===== config.mk =====
export PLATFORM = sky130hd
export DESIGN_NAME = fp_div_seq
export DESIGN_NICKNAME = d
export VERILOG_FILES = /design/src/rtl/fp_div_pkg.sv /design/src/rtl/fp_round_pack.sv /design/src/rtl/fp_div_seq.sv
export SDC_FILE = /design/constraint.sdc
export NUM_CORES = 1
export LEC_CHECK = 0
export ABC_CLOCK_PERIOD_IN_PS = 14400
export CAP_MARGIN = 10
export CORE_MARGIN = 3
export CORE_UTILIZATION = 30
export CTS_CLUSTER_SIZE = 40
export DETAILED_ROUTE_END_ITERATION = 7
export HOLD_SLACK_MARGIN = 0.1
export PLACE_DENSITY = 0.53
export SLEW_MARGIN = 10
export SYNTH_ARGS = -nofsm -noshare
export SYNTH_HDL_FRONTEND = slang
export SYNTH_HIERARCHICAL = 1
export SYNTH_SLANG_ARGS = --single-unit

===== constraint.sdc =====
create_clock -name clk -period 14.4 [get_ports clk]
set_input_delay 2.88 -clock clk [delete_from_list [all_inputs] [get_ports clk]]
set_output_delay 2.88 -clock clk [all_outputs]
set_load 0.05 [all_outputs]

===== src/rtl/fp_div_pkg.sv =====
// Shared types, constants and FP32 operand classifiers for the sequential divider.
package fp_div_pkg;

  localparam int unsigned FP_MAN_W = 23;
  localparam int unsigned FP_EXP_W = 8;
  localparam int unsigned FP_QBITS = 26;
  localparam int          FP_BIAS  = 127;

  localparam logic [31:0] FP_QNAN   = 32'h7FC0_0000;
  localparam logic [30:0] FP_MAXFIN = 31'h7F7F_FFFF;

  typedef enum logic [1:0] {
    IDLE   = 2'd0,
    DIVIDE = 2'd1,
    ROUND  = 2'd2,
    DONE   = 2'd3
  } state_e;

  typedef enum logic [2:0] {
    RM_RNE = 3'd0,
    RM_RTZ = 3'd1,
    RM_RDN = 3'd2,
    RM_RUP = 3'd3,
    RM_RMM = 3'd4
  } rmode_e;

  function automatic logic is_zero(input logic [31:0] f);
    return (f[30:23] == '0) && (f[22:0] == '0);
  endfunction

  function automatic logic is_sub(input logic [31:0] f);
    return (f[30:23] == '0) && (f[22:0] != '0);
  endfunction

  function automatic logic is_inf(input logic [31:0] f);
    return (f[30:23] == '1) && (f[22:0] == '0);
  endfunction

  function automatic logic is_nan(input logic [31:0] f);
    return (f[30:23] == '1) && (f[22:0] != '0);
  endfunction

endpackage


===== src/rtl/fp_round_pack.sv =====
// Combinational normalise / round / pack stage for the FP32 quotient.
module fp_round_pack
  import fp_div_pkg::*;
#(
  parameter int unsigned MAN_W = 23,
  parameter int unsigned EXP_W = 8,
  parameter int unsigned QBITS = 26
) (
  input  logic                     sign,
  input  logic signed [EXP_W+1:0]  e_z,
  input  logic [QBITS-1:0]         quo,
  input  logic                     sticky,
  input  logic [2:0]               r_mode,
  output logic [EXP_W+MAN_W:0]     fp_z,
  output logic                     ovrf,
  output logic                     udrf
);

  localparam int unsigned EW2 = EXP_W + 2;
  localparam logic signed [EW2-1:0] E_ONE  = EW2'(1);
  localparam logic signed [EW2-1:0] E_ZERO = '0;
  localparam logic signed [EW2-1:0] E_MAX  = EW2'((1 << EXP_W) - 1);

  logic                  msb;
  logic [MAN_W-1:0]      frac;
  logic                  guard;
  logic                  rest;
  logic                  inc;
  logic [MAN_W:0]        frac_sum;
  logic signed [EW2-1:0] e_n;
  logic signed [EW2-1:0] e_r;

  // With MSB clear the round bit is not generated; folding it into sticky is
  // exact because every mode only needs guard and (round | sticky).
  assign msb   = quo[QBITS-1];
  assign frac  = msb ? quo[QBITS-2 -: MAN_W] : quo[QBITS-3 -: MAN_W];
  assign guard = msb ? quo[QBITS-MAN_W-2] : quo[QBITS-MAN_W-3];
  assign rest  = msb ? (quo[QBITS-MAN_W-3] | sticky) : sticky;
  assign e_n   = msb ? e_z : e_z - E_ONE;

  always_comb begin
    inc = 1'b0;
    case (r_mode)
      RM_RTZ:  inc = 1'b0;
      RM_RDN:  inc = sign & (guard | rest);
      RM_RUP:  inc = ~sign & (guard | rest);
      RM_RMM:  inc = guard;
      default: inc = guard & (rest | frac[0]);
    endcase
  end

  assign frac_sum = {1'b0, frac} + (MAN_W+1)'(inc);
  assign e_r      = frac_sum[MAN_W] ? e_n + E_ONE : e_n;

  always_comb begin
    ovrf = 1'b0;
    udrf = 1'b0;
    fp_z = {sign, e_r[EXP_W-1:0], frac_sum[MAN_W-1:0]};
    if (e_r >= E_MAX) begin
      ovrf = 1'b1;
      if ((r_mode == RM_RTZ) || (r_mode == RM_RDN && !sign) || (r_mode == RM_RUP && sign))
        fp_z = {sign, FP_MAXFIN};
      else
        fp_z = {sign, {EXP_W{1'b1}}, {MAN_W{1'b0}}};
    end else if (e_r <= E_ZERO) begin
      udrf = 1'b1;
      fp_z = {sign, {(EXP_W+MAN_W){1'b0}}};
    end
  end

endmodule


===== src/rtl/fp_div_seq.sv =====
// Sequential FP32 restoring divider (1 quotient bit/cycle), FTZ in and out.
// Optional macro FP_DIV_EARLY_TERM_EN: leave DIVIDE once the remainder is zero.
module fp_div_seq
  import fp_div_pkg::*;
#(
  parameter int unsigned MAN_W = 23,
  parameter int unsigned EXP_W = 8,
  parameter int unsigned QBITS = 26
) (
  input  logic                 clk,
  input  logic                 rst_n,
  input  logic                 in_valid,
  output logic                 in_ready,
  input  logic [EXP_W+MAN_W:0] fp_X,
  input  logic [EXP_W+MAN_W:0] fp_Y,
  input  logic [2:0]           r_mode,
  output logic                 out_valid,
  input  logic                 out_ready,
  output logic [EXP_W+MAN_W:0] fp_Z,
  output logic                 ovrf,
  output logic                 udrf,
  output logic                 divz,
  output logic                 nv
);

  localparam int unsigned EW2 = EXP_W + 2;
  localparam int unsigned SW  = MAN_W + 1;
  localparam int unsigned CW  = $clog2(QBITS);
  localparam logic signed [EW2-1:0] BIAS_E = EW2'(FP_BIAS);

  state_e                state;
  logic [SW-1:0]         my;
  logic [SW:0]           rem;
  logic [QBITS-1:0]      quo;
  logic [CW-1:0]         idx;
  logic signed [EW2-1:0] e_z;
  logic                  sign;
  logic [2:0]            rm;

  logic [SW+1:0]         diff;
  logic                  q_bit;
  logic [SW:0]           rem_nx;
  logic                  s_in;
  logic                  x_zero, y_zero, x_inf, y_inf, any_nan;
  logic [EXP_W+MAN_W:0]  rp_z;
  logic                  rp_ovrf, rp_udrf;

  assign in_ready  = (state == IDLE);
  assign out_valid = (state == DONE);

  assign s_in    = fp_X[EXP_W+MAN_W] ^ fp_Y[EXP_W+MAN_W];
  assign x_zero  = is_zero(fp_X) || is_sub(fp_X);
  assign y_zero  = is_zero(fp_Y) || is_sub(fp_Y);
  assign x_inf   = is_inf(fp_X);
  assign y_inf   = is_inf(fp_Y);
  assign any_nan = is_nan(fp_X) || is_nan(fp_Y);

  // rem < 2*my always holds, so the shifted remainder never loses its top bit.
  assign diff   = {1'b0, rem} - {2'b00, my};
  assign q_bit  = ~diff[SW+1];
  assign rem_nx = (q_bit ? diff[SW:0] : rem) << 1;

  fp_round_pack #(
    .MAN_W (MAN_W),
    .EXP_W (EXP_W),
    .QBITS (QBITS)
  ) u_round_pack (
    .sign   (sign),
    .e_z    (e_z),
    .quo    (quo),
    .sticky (rem != '0),
    .r_mode (rm),
    .fp_z   (rp_z),
    .ovrf   (rp_ovrf),
    .udrf   (rp_udrf)
  );

  always_ff @(posedge clk or negedge rst_n) begin
    if (!rst_n) begin
      state <= IDLE;
      my    <= '0;
      rem   <= '0;
      quo   <= '0;
      idx   <= '0;
      e_z   <= '0;
      sign  <= 1'b0;
      rm    <= '0;
      fp_Z  <= '0;
      ovrf  <= 1'b0;
      udrf  <= 1'b0;
      divz  <= 1'b0;
      nv    <= 1'b0;
    end else begin
      case (state)
        IDLE: if (in_valid) begin
          sign <= s_in;
          rm   <= r_mode;
          {ovrf, udrf, divz, nv} <= '0;
          if (any_nan || (x_zero && y_zero) || (x_inf && y_inf)) begin
            fp_Z  <= FP_QNAN;
            nv    <= 1'b1;
            state <= DONE;
          end else if (x_inf) begin
            fp_Z  <= {s_in, {EXP_W{1'b1}}, {MAN_W{1'b0}}};
            state <= DONE;
          end else if (y_zero) begin
            fp_Z  <= {s_in, {EXP_W{1'b1}}, {MAN_W{1'b0}}};
            divz  <= 1'b1;
            state <= DONE;
          end else if (x_zero || y_inf) begin
            fp_Z  <= {s_in, {(EXP_W+MAN_W){1'b0}}};
            state <= DONE;
          end else begin
            my    <= {1'b1, fp_Y[MAN_W-1:0]};
            rem   <= {2'b01, fp_X[MAN_W-1:0]};
            quo   <= '0;
            idx   <= CW'(QBITS - 1);
            e_z   <= EW2'(fp_X[EXP_W+MAN_W-1:MAN_W]) - EW2'(fp_Y[EXP_W+MAN_W-1:MAN_W]) + BIAS_E;
            state <= DIVIDE;
          end
        end
        DIVIDE: begin
          quo[idx] <= q_bit;
          rem      <= rem_nx;
          idx      <= idx - 1'b1;
          if (idx == '0)
            state <= ROUND;
`ifdef FP_DIV_EARLY_TERM_EN
          else if (rem_nx == '0)
            state <= ROUND;
`endif
        end
        ROUND: begin
          fp_Z  <= rp_z;
          ovrf  <= rp_ovrf;
          udrf  <= rp_udrf;
          divz  <= 1'b0;
          nv    <= 1'b0;
          state <= DONE;
        end
        DONE: if (out_ready) state <= IDLE;
        default: state <= IDLE;
      endcase
    end
  end

endmodule

==> results.yml <==
routing:
  drt_first_iter_violations: 545
  vias: 9478
  drt-total-wl_um: 31300
  routedWlPerCell_um: 17.4
  drcViolationCount: 0
  vias_per_cell: 5.27
  drt_pass1_iterations: 5
  ant_nets: 0
synth:
  synth_fp_nets: 1386
  post-synth-top-area-fraction_pct: 31.2
  synth_cells: 1266
  syn_area_sq_um: 10600
  synth-seq-area-share_pct: 31.2
  yosysTopAreaCell: "dfrtp_1"
  ys_ff_latch: 132
  syn_avg_cell_area_sq_um: 8.37
  async_flop_share_pct: 100
  synth_flop_cell: "dfrtp_1"
  synth_edf_count: 0
  ys_types: 87
  synth.area.top_cells: "dfrtp_1 31%, mux2i_1 7.7%, nand2_1 6.1%"
  synth_warnings: 6
sta:
  timing.setup.tns_ns: 0
  finalHoldViolCount: 0
  rsz0062_at_grt: "no"
  slew_headroom_pct: 25.9
  tightest_slew_ns: 1.11
  fin_crit_ns: 5.93
  drv_slew: 0
  finalSetupViolations: 0
  skew_ns: 0.0178
  clock.fmax_mhz: 169
  timing.final.crit_share_pct: 41.2
global_route:
  grt_pass1_wl_um: 50800
  grt_start_max_net_pins: 77
  grt_pass1_vias: 8985
  grt_util_all_layers_pct: 16.7
  grt_overflow: 0
  antenna_found_initial: 0
clock_network:
  clk_pin_slew_ns: 0.06
  cts_resized: 0
  cts_setup_buffers: 0
  tritoncts: "built"
  cts_buffers: 17
  cts_root_buf: "clkbuf_16"
  h-tree-depth: 4
  clock_path_buffers: 2
  cts_sinks: 132
  clock_latency_ns: 0.45
  postCtsHoldBufs: 0
power_and_ir_drop:
  p_leak_nw: 5.32
  irDropWorstVdd_mv: 0.115
  p_per_area_nw_per_um2: 232
  power_mw: 2.94
place:
  io_buffers: 108
  place_hpwl_um: 23300
  place.gp.congestion: 0.917
critical_path:
  worstReg2RegEnd: "fp_Z[22]$_DFFE_PN0P_"
  timing.rr.start: "rem[19]$_DFFE_PN0P_"
  start_kind: "flop"
  cp_max_fo: 25
  cp_data_required_time_ns: 14.71
  endpoint: "fp_Z[22]$_DFFE_PN0P_"
  r2r_cells: 18
  cp-startpoint: "rem[19]$_DFFE_PN0P_"
  critPathCaptureType: "flop"
  worst_ep_arrival_time_ns: 6.23
  crit_type: "flop to flop"
  rrSetupSlack_ns: 8.47
cells_and_area:
  nets: 1450
  fin_util_pct: 36.5
  drive_gt1_share_pct: 8.04
  diodes: 0
  syn2layout_area_growth_pct: 19.3
floorplanning:
  die-area_sq_um: 37600
  die_h_um: 194
  core_area_sq_um: 34600
  die_w_um: 194
  io_pins: 109
  core.rowCount: 68
  initial_core_util_pct: 30.6
hold_path:
  hold_class: "flop to flop"
run_status:
  status: "finished, final reports clean"
job:
  maxCapViolCount: 0
## registers in the layout, indices dropped and copies added (netlist names), 2 cells and up
signal / count
fp_Z: 32
quo: 26
rem: 25
my: 24
e_z: 10
idx: 5
rm: 3
state: 2
## Yosys cell counts, types with 33 or more instances
cell and n:
nor2_1 68, nor3_1 33, nand2_1 171, a21oi_1 76, xnor2_1 41, o21ai_0 86, mux2i_1 82, nand3_1 74
mux2_2 37, inv_1 59, clkbuf_1 47, ha_1 47, xor2_1 37, dfrtp_1 132
## cells in the final DEF, fill, tap and decap left out, drive strengths merged, types with 37 or more instances in the layout
master / synthesis / final
mux2i: 82 / 82
nand3: 74 / 74
o21ai: 88 / 88
nand2: 172 / 172
ha: 47 / 47
nor2: 69 / 69
a21oi: 79 / 79
clkdlybuf4s50: 0 / 107
mux2: 37 / 37
dfrtp: 132 / 132
inv: 59 / 67
xor2: 38 / 38
xnor2: 42 / 42
## power breakdown
group	internal (mW)	total, mW	switching, mW
registers	0.510	0.676	0.166
clock network	0.282	0.475	0.193
logic	0.694	1.78	1.09
## cell type report
type,count,area [sq um]
repair buffers,118,1160
clock inverters,14,186
inverters,59,221
fillers,3592,22000
multi-input cells,1002,6750
well taps,455,569
clock buffers,18,439
flip-flops and latches,132,3300
## worst max-delay path, cell delays in order, from the launching register on
cell,delay (ns)
dfrtp_1,0.42
or4_1,0.55
nor4_1,0.36
nand4_1,0.32
a211o_1,0.36
maj3_1,0.33
nor2_1,0.09
o21ai_0,0.09
ha_1,0.24
nand4_1,0.15
a211oi_2,0.08
a211o_1,0.30
a2111oi_0,0.44
a2bb2oi_1,0.24
nand4_1,0.86
o2111ai_1,0.48
mux2i_1,0.19
mux2i_1,0.21
a21oi_1,0.09
## worst min path at each step
stage	start	to	slack, ns	depth (start not counted)
after floorplan	my[23]$_DFFE_PN0P_	my[23]$_DFFE_PN0P_	0.42	2
after global placement	fp_Z[4]$_DFFE_PN0P_	fp_Z[4]$_DFFE_PN0P_	0.45	2
after detailed placement	my[23]$_DFFE_PN0P_	my[23]$_DFFE_PN0P_	0.45	2
after CTS	my[23]$_DFFE_PN0P_	my[23]$_DFFE_PN0P_	0.47	2
after global routing	fp_Z[21]$_DFFE_PN0P_	fp_Z[21]$_DFFE_PN0P_	0.48	2
final	my[23]$_DFFE_PN0P_	my[23]$_DFFE_PN0P_	0.46	2
## metal layers
layer	up-vias	wire [um]	GRT usage [%]
met4	0	442	4.15
met3	25	1300	2.85
met1	4533	15200	23.6
met2	231	14400	26.5
li1	4689	-	-
met5	-	0	0
## logic make-up after synthesis
logic type | count (synthesis) | share of synthesized area [%]
XOR/XNOR | 80 | 6.86
AO/OA/AOI/OAI | 277 | 16.9
buffers and inverters | 132 | 5.43
multiplexers | 119 | 11.7
flip-flops | 132 | 31.2
adder cells (fa/ha/maj) | 50 | 6.02
AND/OR/NAND/NOR | 476 | 21.9
## metrics by stage
stage                     hold WS (ns)  area (sq um)  setup slack, ns  instances
after global placement           0.452         12000             8.11       1765
after detailed placement         0.453         12000             8.01       1765
final                            0.456         12600             8.47       1798
after CTS                        0.469         12600             8.43       1797
after floorplan                  0.418         10600             9.47       1266
after global routing             0.484         12600             8.07       1798
Note: power is estimated with default switching activity, not from simulation.
